File: src/rtl/gb_length_bank.sv
// Bank of independent Game Boy style length counters with the
// frame-sequencer extra-clock quirks on length-enable and trigger.
module gb_length_bank #(
    parameter int NUM_CH    = 4,
    parameter int WIDTH     = 6,
    parameter int EXTRA_CLK = 1
) (
    input  logic                          clk,
    input  logic                          reset,
    input  logic                          clk_length_ctr,
    input  logic                          len_phase,
    input  logic [NUM_CH-1:0]             length_wr,
    input  logic [WIDTH-1:0]              length_data,
    input  logic [NUM_CH-1:0]             trigger,
    input  logic [NUM_CH-1:0]             single,
    input  logic [NUM_CH-1:0]             dac_off,
    output logic [NUM_CH-1:0]             enable,
    output logic [NUM_CH*(WIDTH+1)-1:0]   length_left,
    output logic [NUM_CH-1:0]             expire
);

    localparam logic [WIDTH:0] FULL    = {1'b1, {WIDTH{1'b0}}};
    localparam logic [WIDTH:0] FULL_M1 = FULL - {{WIDTH{1'b0}}, 1'b1};
    localparam logic           QUIRKS  = (EXTRA_CLK != 0);

    logic [NUM_CH-1:0][WIDTH:0] rem_q, rem_d, rem_a, rem_b;
    logic [NUM_CH-1:0]          enable_q, enable_d;
    logic [NUM_CH-1:0]          expire_q, expire_d;
    logic [NUM_CH-1:0]          single_q, single_d;
    logic [NUM_CH-1:0]          extra, tick_dec, reached_zero;

    // Per channel: register write first, then the extra clock, then either
    // the trigger reload or the regular length tick.
    always_comb begin
        rem_a        = rem_q;
        rem_b        = rem_q;
        rem_d        = rem_q;
        enable_d     = enable_q;
        expire_d     = '0;
        single_d     = single;
        extra        = '0;
        tick_dec     = '0;
        reached_zero = '0;
        for (int i = 0; i < NUM_CH; i++) begin
            if (length_wr[i]) begin
                rem_a[i] = FULL - {1'b0, length_data};
            end
            extra[i] = QUIRKS && single[i] && !single_q[i] && len_phase &&
                       !length_wr[i] && (rem_a[i] != '0);
            rem_b[i] = rem_a[i] - {{WIDTH{1'b0}}, extra[i]};
            tick_dec[i] = clk_length_ctr && single[i] && !trigger[i] &&
                          !length_wr[i] && (rem_b[i] != '0);
            if (trigger[i]) begin
                if (rem_b[i] == '0) begin
                    rem_d[i] = (QUIRKS && single[i] && len_phase) ? FULL_M1 : FULL;
                end else begin
                    rem_d[i] = rem_b[i];
                end
                enable_d[i] = !dac_off[i];
            end else begin
                rem_d[i] = rem_b[i] - {{WIDTH{1'b0}}, tick_dec[i]};
                reached_zero[i] = (extra[i] || tick_dec[i]) && (rem_d[i] == '0);
                if (dac_off[i] || reached_zero[i]) begin
                    enable_d[i] = 1'b0;
                end
                // Only a live channel announces its own expiry.
                expire_d[i] = reached_zero[i] && enable_q[i] && !dac_off[i];
            end
        end
    end

    always_ff @(posedge clk or negedge reset) begin
        if (!reset) begin
            rem_q    <= '0;
            enable_q <= '0;
            expire_q <= '0;
            single_q <= '0;
        end else begin
            rem_q    <= rem_d;
            enable_q <= enable_d;
            expire_q <= expire_d;
            single_q <= single_d;
        end
    end

    assign enable      = enable_q;
    assign expire      = expire_q;
    assign length_left = rem_q;

endmodule

File: config.mk
export PLATFORM = sky130hd
export DESIGN_NAME = gb_length_bank
export DESIGN_NICKNAME = d
export VERILOG_FILES = /design/src/rtl/gb_length_bank.sv
export SDC_FILE = /design/constraint.sdc
export NUM_CORES = 1
export LEC_CHECK = 0
export BUFFER_PORTS_ARGS = -buffer_cell sky130_fd_sc_hd__buf_4
export CORE_MARGIN = 2
export CORE_UTILIZATION = 64
export CTS_BUF_LIST = sky130_fd_sc_hd__clkbuf_4 sky130_fd_sc_hd__clkbuf_8
export CTS_CLUSTER_SIZE = 25
export DETAILED_ROUTE_END_ITERATION = 8
export PLACE_DENSITY = 0.95
export SETUP_SLACK_MARGIN = 0.05
export SYNTH_ARGS = -nofsm -noshare
export SYNTH_HDL_FRONTEND = slang
export SYNTH_SLANG_ARGS = --single-unit
File: constraint.sdc
create_clock -name clk -period 11.7 [get_ports clk]
set_input_delay 1.17 -clock clk [delete_from_list [all_inputs] [get_ports clk]]
set_output_delay 1.17 -clock clk [all_outputs]
set_load 0.02 [all_outputs]
# Yosys cells after proc, flatten, opt, wreduce, memory -nomap -nowiden
# Index checks and enable logic that the tools add are counted.
# word_totals
out_inout_bits	36
regBits	40
in_bits	26
# op_classes
n_mux	28
n_reduce_logical	92
add_sub_neg	9
# op_table
operator	n
$mux 7	16
$logic_not 7->1	8
$reduce_bool 7->1	8
$sub 7x1->7	8
$logic_and 1x1->1	48
$logic_not 1->1	16
$mux 1	12
$logic_or 1x1->1	8
$reduce_bool 2->1	4
$sub 7x6->7 const A	1

# Depth between registers and ports, before layout
# Gate-level depths: netlist of the first run.
# logic_depth
ltp_word	14
mapped_depth	24
ltp_nobuf	21

# Least setup slack after synthesis of the first run
# No wires, ideal clock.
# synth_path
path_kind	input-to-reg
start	in length_data[0]
end	reg expire_q[1], in the netlist expire[1]
n_path_buf	3
required_ns	11.632
slack_ns	6.009
setup_ns	0.068
stages	20
arrival_time_ns	5.623
cell_sequence	buf_2 inv_1 ha_1 buf_2 nor3b_2 xnor2_1 mux2i_1 a41oi_1 ha_1 nand2_1 xor2_1 or3b_1 buf_2 or4_4 and4_1 ha_1 ha_1 or3_1 a211oi_1 and4_1
# synth_via
elab_chain_len	13
word_cells_on_any_way	14
# synth_lines
item	line	source
start, declared	13	input logic [WIDTH-1:0] length_data,
$sub 7x6->7 *	46	rem_a[i] = FULL - {1'b0, length_data};
$mux 7 *	45	if (length_wr[i]) begin
$reduce_bool 7->1	49	!length_wr[i] && (rem_a[i] != '0);
$logic_and 1x1->1	49	
$sub 7x1->7	50	rem_b[i] = rem_a[i] - {{WIDTH{1'b0}}, extra[i]};
$reduce_bool 7->1	52	!length_wr[i] && (rem_b[i] != '0);
$logic_and 1x1->1	52	
$sub 7x1->7	61	rem_d[i] = rem_b[i] - {{WIDTH{1'b0}}, tick_dec[i]};
$logic_not 7->1	62	reached_zero[i] = (extra[i] || tick_dec[i]) && (rem_d[i] == '0);
$logic_and 1x1->1 *	62	
$logic_and 1x1->1 * (2 in series)	67	expire_d[i] = reached_zero[i] && enable_q[i] && !dac_off[i];
$mux 1 *	53	if (trigger[i]) begin
via expire_d[1]	28	logic [NUM_CH-1:0] expire_q, expire_d;
end signal, assigned	81	expire_q <= expire_d;
end, declared	28	
# The timed path passes the listed nets; every way through them passes the cells marked *.
# A chain may end at the register's enable or synchronous reset.

# Worst setup path in the final report of the first run
# layout_path
start	in length_data[0]
end	reg expire_q[3], in the netlist expire[3]
# Same word-level chain as after synthesis.

==> results of run 1 <==
-- state kept, by name, summed over array words and instances, names as in the netlist --
| name | cells |
|---|---|
| expire | 4 |
| single_q | 4 |
| length_left | 28 |
| enable | 4 |
-- cells in the mapped netlist, types with 5 or more instances --
cell | instances | area, µm²
a21oi_1 | 23 | 115
a22oi_1 | 9 | 67.6
a31o_2 | 6 | 52.6
a31oi_1 | 20 | 125
a41oi_1 | 5 | 43.8
and3_1 | 8 | 50.1
buf_2 | 5 | 25.0
clkbuf_1 | 14 | 52.6
dfrtp_1 | 40 | 1000
ha_1 | 13 | 163
inv_1 | 22 | 82.6
mux2i_1 | 19 | 190
nand2_1 | 27 | 101
nand3_1 | 12 | 60.1
nand3b_1 | 5 | 37.5
nand4_1 | 5 | 31.3
nor2_1 | 36 | 135
nor2b_1 | 17 | 106
nor3_1 | 21 | 105
nor4_1 | 6 | 37.5
o21ai_0 | 6 | 30.0
o22a_1 | 6 | 52.6
o31ai_1 | 5 | 37.5
or3_1 | 8 | 50.1
xnor2_1 | 26 | 228
xor2_1 | 15 | 131
-- path summary, 6_finish.rpt --
kind,startpoint,endpoint,depth (start not counted)
max in group asynchronous,reset,expire[1],1
setup / recovery,length_data[0],expire[3],21
setup reg to reg,length_left[26],expire[3],18
min in group asynchronous,reset,expire[0],1
hold / removal,enable[3],expire[3],1
hold reg to reg,enable[3],expire[3],1
-- worst max-delay path, stage by stage --
cell	delay, ns
buf_4	0.15
inv_1	0.08
ha_1	0.30
xor2_1	0.46
a31o_2	0.27
o2111ai_1	0.15
o21ai_0	0.27
inv_1	0.08
ha_1	0.24
a21bo_2	0.23
a221oi_1	0.62
nand3_1	0.19
nand4_1	0.18
inv_1	0.07
ha_1	0.20
and2_1	0.21
nand3b_1	0.19
mux2i_1	0.15
a32oi_1	0.07
a2111oi_0	0.58
and3b_1	0.23
-- stage by stage --
stage               cells  setup WS [ns]
finish                566           5.83
floorplan             445           6.01
global route          566           5.41
global placement      558           5.80
detailed placement    558           5.66
CTS                   566           5.93
-- layout make-up --
type	count	area, µm²	share of cell area
Multi-Input combinational cell	362	2540	0.593
Inverter	23	86.3	0.0201
Sequential cell	40	1000	0.234
Timing Repair Buffer	61	458	0.107
Clock buffer	6	76.3	0.0178
Clock inverter	2	35.0	0.00817
Tap cell	72	90.1	0.0210
-- report_power, final --
group          total, mW  internal (mW)  switching (mW)
Clock              0.117         0.0657          0.0517
Sequential         0.174          0.154          0.0195
Combinational      0.191         0.0776           0.113
-- cell families after synthesis --
logic type,share of synthesized area
xor+xnor,0.0968
flops,0.270
mux,0.0634
buf+inv,0.0452
compound gates,0.221
simple gates,0.259
fa+ha+maj,0.0439
-- per-layer routing --
metal  share of wire  GRT usage
met2            0.48      0.546
met1            0.42      0.438
met4           0.032      0.117
met5               0          0
met3           0.070     0.0517
==> key figures, run 1 <==
Synthesis
  • Top FF cell, synth: dfrtp_1
  • Syn Nets: 484
  • Register area share after synthesis: 0.270
  • Synth Cell Area: 0.00371 mm²
  • Post-synth EDFFs: 0
  • Ys async rst share: 1.00
  • Syn. warnings: 0
  • Yosys reg bits: 40
  • Unique masters post-synth: 64
  • Cells after Synth: 445
  • Syn avg cell area: 8.33 µm²

STA
  • Final Hold Viols: 0
  • Tmin final: 5.87 ns
  • Fmax: 170 MHz
  • RSZ-0062 raised after global routing: no
  • Clk_skew: 0.00240 ns
  • Final setup TNS: 0 ns
  • Hold slack: 0.549 ns
  • Slew Limit Fails: 0
  • Slew @ Worst Pin: 0.877 ns
  • Final setup viols: 0
  • Final Cycle Share: 0.502
  • Slew margin rel.: 0.410

Power
  • PD cells: 112 mW/mm²
  • Leakage: 1.85 nW
  • Total power: 482 µW
  • Max IR drop VDD: 90.7 µV

Die
  • Die ar.: 0.00642 mm²
  • Placeable Area: 0.00554 mm²
  • Die Ht: 80.1 µm
  • Initial Utilization: 0.669
  • Site Rows: 27
  • Io pins: 62
  • Chip Width: 80.1 µm

Global route
  • Pin count of the biggest net entering global routing: 41
  • Total grt overflow: 0
  • First-pass GRT wire length: 16,900 µm
  • Vias in the first global route: 3,462
  • Initial antenna violation count: 0
  • All-Layer GR Usage: 0.330

Finish
  • Fin area: 0.00429 mm²
  • Area grow syn2layout: 15.6%
  • Nets: 532
  • Commonest non-fill, non-tap cells in the layout: buf_4 (61), dfrtp_1 (40), nor2_1 (36)
  • ANT cells: 0
  • Util after Layout: 0.774
  • Number of fillers in the final layout: 432
  • Share of layout cells above drive strength 1: 0.176
  • Commonest non-fill, non-tap cell in the layout: buf_4

Setup path
  • FF-to-FF setup slack: 7.03 ns
  • CP max FO: 11
  • Worst path arrival time: 6.11 ns
  • Worst setup EP type: flip-flop
  • CP Data Required Time: 11.93 ns
  • WS Path Type: in -> reg
  • CP startpoint kind: input port

Clocking
  • Hold_buf cts: 0
  • Worst-skew pair later-pin latency: 0.29 ns
  • TritonCTS clock tree: done
  • CTS root buf: clkbuf_8
  • H-tree depth: 2
  • TritonCTS Buffers: 5
  • Post_cts resized: 0
  • CTS Buffer Depth: 2
  • Worst-path clk slew: 0.08 ns
  • Post-CTS Setup Bufs: 0
  • Clk sinks: 40

Outcome
  • Status: finished clean

Placed design
  • HPWL after DPL: 7550 µm
  • GPL Wtd Cong: 0.984
  • Dpl cell area: 0.00418 mm²
  • Port Buf Inserts: 61

Drt
  • Routed WL per cell: 18.0 µm
  • TritonRoute pass-1 iters: 6
  • Vias/cell: 6.70
  • Residual DRC: 0
  • Vias: 3,794
  • 1st-iter DRT viols: 367
  • WL final: 10,200 µm
  • Antenna-violating nets left: 0

Worst hold path
  • Worst Hold Class: reg -> reg

Run
  • # Max-Cap Violations: 0
Power figures use the tool's default switching activity.
==> run 2, diff against run 1 <==
Settings changed: CORE_UTILIZATION 64 to 59, PLACE_DENSITY 0.95 to 0.89.
Clock period 11.7 ns to 5.8 ns, I/O delays scaled along.
==> run 2 against run 1 <==
Effect of this change:
- sequential power up 100%
- global-route usage shrank 4.3 points
- worst hold slack lost 0.30 ns
- clock skew grew 0.0034 ns
- via count fell by 2.8%
- first-iteration DRC count fell by 21%
- flip-flop and latch count unchanged
- largest power group unchanged
==> key figures, run 2 (synthesis gave the netlist of run 1 again) <==
STA
  • RSZ-0062 raised after global routing: no (unchanged)
  • Slew Limit Fails: 0 (unchanged)
  • Slew @ Worst Pin: 0.906 ns (was 0.877 ns)
  • Clk_skew: 0.00576 ns (was 0.00240 ns)
  • Tmin final: 5.06 ns
  • Final Hold Viols: 0 (unchanged)
  • Final setup TNS: 0 ns (unchanged)
  • Fmax: 198 MHz
  • Final setup viols: 0 (unchanged)
  • Final Cycle Share: 0.872
  • Slew margin rel.: 0.391 (was 0.410)

Power
  • PD cells: 224 mW/mm² (was 112 mW/mm²)
  • Max IR drop VDD: 150 µV (was 90.7 µV)
  • Total power: 970 µW (was 482 µW)
  • Leakage: 1.87 nW (was 1.85 nW)

Die
  • Chip Width: 83.3 µm (was 80.1 µm)
  • Initial Utilization: 0.619 (was 0.669)
  • Die Ht: 83.3 µm (was 80.1 µm)
  • Io pins: 62 (unchanged)
  • Site Rows: 28 (was 27)
  • Die ar.: 0.00694 mm² (was 0.00642 mm²)
  • Placeable Area: 0.00599 mm² (was 0.00554 mm²)

Placed design
  • Port Buf Inserts: 61 (unchanged)
  • GPL Wtd Cong: 0.936 (was 0.984)
  • HPWL after DPL: 7320 µm (was 7550 µm)

Finish
  • ANT cells: 0 (unchanged)
  • Commonest non-fill, non-tap cell in the layout: buf_4 (unchanged)
  • Share of layout cells above drive strength 1: 0.183 (was 0.176)
  • Max reg flops: 28 (unchanged)
  • Area grow syn2layout: 16.5% (was 15.6%)
  • Util after Layout: 0.721 (was 0.774)
  • Commonest non-fill, non-tap cells in the layout: buf_4 (65), dfrtp_1 (40), nor2_1 (36) (was buf_4 (61), dfrtp_1 (40), nor2_1 (36))
  • Nets: 536 (was 532)

Drt
  • Vias/cell: 6.43 (was 6.70)
  • Routed WL per cell: 17.1 µm (was 18.0 µm)
  • TritonRoute pass-1 iters: 5 (was 6)
  • 1st-iter DRT viols: 289 (was 367)
  • Vias: 3,686 (was 3,794)
  • Antenna-violating nets left: 0 (unchanged)
  • WL final: 9810 µm (was 10,200 µm)
  • Residual DRC: 0 (unchanged)

Global route
  • Pin count of the biggest net entering global routing: 41 (unchanged)
  • Vias in the first global route: 3,424 (was 3,462)
  • Total grt overflow: 0 (unchanged)
  • Initial antenna violation count: 0 (unchanged)
  • First-pass GRT wire length: 16,600 µm (was 16,900 µm)
  • All-Layer GR Usage: 0.287 (was 0.330)

Setup path
  • CP startpoint kind: input port (unchanged)
  • Crit path launch: length_data[0] (unchanged)
  • FF-to-FF End: expire[3] (unchanged)
  • Crit path capture: expire[3] (unchanged)
  • R2R cell count: 19 (was 18)
  • WS Path Type: in -> reg (unchanged)
  • CP Data Required Time: 6.04 ns (was 11.93 ns)
  • FF-to-FF setup slack: 1.43 ns (was 7.03 ns)
  • Worst setup EP type: flip-flop (unchanged)
  • Worst path arrival time: 5.30 ns (was 6.11 ns)
  • Critical R2R Launch: length_left[26] (unchanged)
  • CP max FO: 11 (unchanged)

Clocking
  • Worst-path clk slew: 0.09 ns (was 0.08 ns)
  • Post-CTS Setup Bufs: 0 (unchanged)
  • Clk sinks: 40 (unchanged)
  • Hold_buf cts: 0 (unchanged)
  • TritonCTS Buffers: 5 (unchanged)
  • H-tree depth: 2 (unchanged)
  • CTS root buf: clkbuf_8 (unchanged)
  • Post_cts resized: 0 (unchanged)
  • CTS Buffer Depth: 2 (unchanged)
  • TritonCTS clock tree: done (unchanged)
  • Worst-skew pair later-pin latency: 0.30 ns (was 0.29 ns)

Worst hold path
  • Worst Hold Class: in -> async (was reg -> reg)

Outcome
  • Status: finished clean (unchanged)

Run
  • # Max-Cap Violations: 0 (unchanged)
run 2: final cells by class:
cell class,instances,area [µm²]
Multi-Input combinational cell,362,2540
Clock buffer,6,76.3
Fill cell,488,1670
Tap cell,75,93.8
Inverter,23,86.3
Clock inverter,2,35.0
Sequential cell,40,1000
Timing Repair Buffer,65,488
run 2: routing by layer:
metal | vias up | GRT usage | wire length, µm
li1 | 1772 | - | -
met4 | 0 | 0.0715 | 164
met3 | 19 | 0.0378 | 652
met2 | 151 | 0.479 | 4710
met1 | 1744 | 0.395 | 4280
met5 | - | 0 | 0
run 2: power by group:
group / leakage (nW) / internal [mW] / switching [mW]
registers: 0.475 / 0.311 / 0.0369
clock network: 0.0586 / 0.133 / 0.107
logic: 1.34 / 0.159 / 0.223
run 2: worst min-delay path by stage:
| stage | slack (ns) | from | cells past startpoint | end |
|---|---|---|---|---|
| global placement | 0.52 | enable[3] | 1 | expire[3] |
| floorplan | 0.28 | reset | 0 | enable[0] |
| finish | 0.25 | reset | 1 | length_left[4] |
| detailed placement | 0.55 | enable[3] | 1 | expire[3] |
| global route | 0.29 | reset | 1 | length_left[27] |
| CTS | 0.27 | reset | 1 | length_left[2] |
run 2: stage by stage:
step / setup WS (ns) / hold slack, ns / area, µm² / std cells
2_1_floorplan: 0.699 / 0.284 / 3710 / 445
3_3_place_gp: 0.682 / 0.518 / 4210 / 565
3_5_place_dp: 0.549 / 0.546 / 4210 / 565
4_1_cts: 0.829 / 0.266 / 4320 / 573
5_1_grt: 0.281 / 0.290 / 4320 / 573
6_report: 0.742 / 0.251 / 4320 / 573
run 2: critical path, stage by stage:
cell and delay [ns]:
buf_4 0.14, inv_1 0.07, ha_1 0.29, nor4_1 0.50, and3_1 0.28, o2111ai_1 0.16
o21ai_0 0.28, inv_1 0.08, ha_1 0.24, and3_1 0.20, a31oi_1 0.19, xnor2_1 0.30
nand3_1 0.18, nand4_1 0.18, inv_1 0.07, ha_1 0.19, and2_1 0.21, nand3b_1 0.18
mux2i_1 0.15, a32oi_1 0.06, a2111oi_0 0.53, and3b_1 0.22
==> run 3, diff against run 2 <==
==> constraint.sdc (replaced) <==
create_clock -name clk -period 5.8 [get_ports clk]
set_input_delay 1.45 -clock clk [delete_from_list [all_inputs] [get_ports clk]]
set_output_delay 1.45 -clock clk [all_outputs]
set_load 0.02 [all_outputs]
==> run 3 against run 2 <==
Effect of this change:
- clock power decreased by 13%
- sequential share of layout area shrank 1.0 points
- critical endpoint is now expire[1]
- via count increased by 7.8%
- cell count rose by 2.6%
- highest routed layer unchanged
- critical path type unchanged
- worst hold slack better by 0.30 ns
- final area rose by 4.6%
- total power increased by 0.60%
==> key figures, run 3 (synthesis gave the netlist of run 1 again) <==
Drt
  • Antenna-violating nets left: 0 (unchanged)
  • Residual DRC: 0 (unchanged)
  • 1st-iter DRT viols: 367 (was 289)
  • WL final: 10,900 µm (was 9810 µm)
  • Routed WL per cell: 18.6 µm (was 17.1 µm)
  • Vias/cell: 6.76 (was 6.43)
  • TritonRoute pass-1 iters: 5 (unchanged)
  • Vias: 3,972 (was 3,686)

Setup path
  • FF-to-FF End: expire[3] (unchanged)
  • Crit path capture: expire[1] (was expire[3])
  • Worst setup EP type: flip-flop (unchanged)
  • CP max-delay cell: or4_4 (was a2111oi_0)
  • CP Depth: 19 (was 22)
  • Crit path launch: length_data[0] (unchanged)
  • Critical path's top delay family: simple AND/OR/NAND/NOR gates (unchanged)
  • CP cell instances: buf_4 > inv_1 > ha_4 > nor3b_4 > xnor2_2 > mux2i_2 > a41oi_2 > ha_2 > nand2_1 > xor2_2 > or3b_1 > or4_4 > and4_1 > ha_1 > ha_1 > inv_1 > a21oi_1 > o32ai_1 > and4_1 (was buf_4 > inv_1 > ha_1 > nor4_1 > and3_1 > o2111ai_1 > o21ai_0 > inv_1 > ha_1 > and3_1 > a31oi_1 > xnor2_1 > nand3_1 > nand4_1 > inv_1 > ha_1 > and2_1 > nand3b_1 > mux2i_1 > a32oi_1 > a2111oi_0 > and3b_1)
  • Worst path arrival time: 5.77 ns (was 5.30 ns)
  • Buf+Inv Stages, Crit Path: 3 (was 4)
  • R2R cell count: 20 (was 19)
  • Critical R2R Launch: length_left[26] (unchanged)
  • WS Path Type: in -> reg (unchanged)
  • FF-to-FF setup slack: 1.62 ns (was 1.43 ns)
  • CP Data Required Time: 6.04 ns (about the same)
  • CP max stage delay: 0.56 ns (was 0.53 ns)
  • CP startpoint kind: input port (unchanged)
  • CP max FO: 11 (unchanged)

Placed design
  • Dpl cell area: 0.00436 mm² (was 0.00421 mm²)
  • Setup Slack @ Placement: -0.199 ns (was 0.549 ns)
  • HPWL after DPL: 7920 µm (was 7320 µm)
  • Post-Place Cells: 580 (was 565)
  • Port Buf Inserts: 61 (unchanged)
  • GPL Wtd Cong: 0.949 (was 0.936)

Global route
  • First-pass GRT wire length: 17,900 µm (was 16,600 µm)
  • All-Layer GR Usage: 0.308 (was 0.287)
  • Initial antenna violation count: 0 (unchanged)
  • Total grt overflow: 0 (unchanged)
  • Pin count of the biggest net entering global routing: 41 (unchanged)
  • Vias in the first global route: 3,755 (was 3,424)

Clocking
  • TritonCTS Buffers: 5 (unchanged)
  • CTS Buffer Depth: 2 (unchanged)
  • Worst-path clk slew: 0.08 ns (was 0.09 ns)
  • Clk sinks: 40 (unchanged)
  • Worst-skew pair later-pin latency: 0.30 ns (about the same)
  • Post-CTS Setup Bufs: 0 (unchanged)
  • H-tree depth: 2 (unchanged)
  • CTS root buf: clkbuf_8 (unchanged)
  • TritonCTS clock tree: done (unchanged)

Finish
  • Max reg flops: 28 (unchanged)
  • Commonest non-fill, non-tap cell in the layout: buf_4 (unchanged)
  • Area grow syn2layout: 21.9% (was 16.5%)
  • Share of layout cells above drive strength 1: 0.234 (was 0.183)
  • ANT cells: 0 (unchanged)
  • Number of fillers in the final layout: 445 (was 488)
  • Nets: 551 (was 536)
  • Fin area: 0.00452 mm² (was 0.00432 mm²)
  • Commonest non-fill, non-tap cells in the layout: buf_4 (80), dfrtp_1 (40), nor2_1 (36) (was buf_4 (65), dfrtp_1 (40), nor2_1 (36))
  • Finished Layout Cells: 588 (was 573)
  • Util after Layout: 0.754 (was 0.721)

Die
  • Die ar.: 0.00694 mm² (unchanged)
  • Chip Width: 83.3 µm (unchanged)
  • Placeable Area: 0.00599 mm² (unchanged)
  • Initial Utilization: 0.619 (unchanged)
  • Site Rows: 28 (unchanged)
  • Io pins: 62 (unchanged)
  • Die Ht: 83.3 µm (unchanged)

STA
  • Final setup viols: 0 (unchanged)
  • Final Hold Viols: 0 (unchanged)
  • Final Cycle Share: 0.954 (was 0.872)
  • RSZ-0062 raised after global routing: no (unchanged)
  • Slew Limit Fails: 0 (unchanged)
  • Clk_skew: 0.00755 ns (was 0.00576 ns)
  • Fmax: 181 MHz (was 198 MHz)
  • Slew @ Worst Pin: 0.817 ns (was 0.906 ns)
  • Slew margin rel.: 0.448 (was 0.391)
  • Tmin final: 5.53 ns (was 5.06 ns)
  • Slack of the critical path: 0.266 ns (was 0.742 ns)

Power
  • Leakage: 1.95 nW (was 1.87 nW)
  • Max IR drop VDD: 137 µV (was 150 µV)
  • PD cells: 216 mW/mm² (was 224 mW/mm²)

Run
  • # Max-Cap Violations: 0 (unchanged)

Worst hold path
  • Worst Hold Class: reg -> reg (was in -> async)

Outcome
  • Status: finished clean (unchanged)
run 3: area by class of cell:
type / count / area [µm²] / area share
clock buffers: 8 / 97.6 / 0.0216
inverters: 23 / 86.3 / 0.0191
multi-input cells: 362 / 2640 / 0.584
flip-flops and latches: 40 / 1000 / 0.221
well taps: 75 / 93.8 / 0.0208
repair buffers: 80 / 601 / 0.133
run 3: layer usage:
layer / part of all wire / up-vias / track usage
li1: - / 1807 / -
met1: 0.40 / 1893 / 0.394
met2: 0.49 / 227 / 0.527
met3: 0.074 / 45 / 0.0457
met4: 0.031 / 0 / 0.115
met5: 0 / - / 0
run 3: metrics by stage:
step                      hold slack [ns]  power, mW  setup TNS, ns
after floorplan                     0.618      0.604              0
after global placement              0.523      0.739              0
after detailed placement            0.534      0.754         -0.506
after CTS                           0.551      0.965              0
after global routing                0.584       1.03              0
final                               0.548      0.976              0
run 3: worst reg2reg max path, stage by stage, from the launching register on:
cell and delay, ns:
dfrtp_1 0.42, nor3_1 0.34, a311o_1 0.20, o2111ai_1 0.19, o21ai_2 0.23, inv_1 0.07
ha_1 0.26, and3_1 0.22, a31oi_1 0.24, xnor2_1 0.18, nand3_1 0.13, nand4_1 0.16
inv_1 0.06, ha_1 0.20, and2_1 0.19, buf_4 0.16, xnor2_1 0.12, a31oi_1 0.11
a2111oi_2 0.31, buf_4 0.17, and3b_1 0.15
run 3: how the worst min path moves through the flow:
stage	cells past startpoint	end	slack (ns)	from
final	2	expire[2]	0.55	enable[2]
after floorplan	2	expire[2]	0.62	enable[2]
after CTS	2	expire[2]	0.55	enable[2]
after detailed placement	2	expire[2]	0.53	enable[2]
after global placement	1	expire[3]	0.52	enable[3]
after global routing	2	expire[2]	0.58	enable[2]
run 3: report_power, final:
group	internal (mW)	switching (mW)	total [mW]
Combinational	0.175	0.241	0.416
Sequential	0.311	0.0404	0.351
Clock	0.107	0.102	0.208
run 3: timing repair:
item                       4_1_cts  5_1_grt
hold buffers                     0        0
resized for setup                0       12
hold endpoints to repair         0        0
setup endpoints to repair        0        5
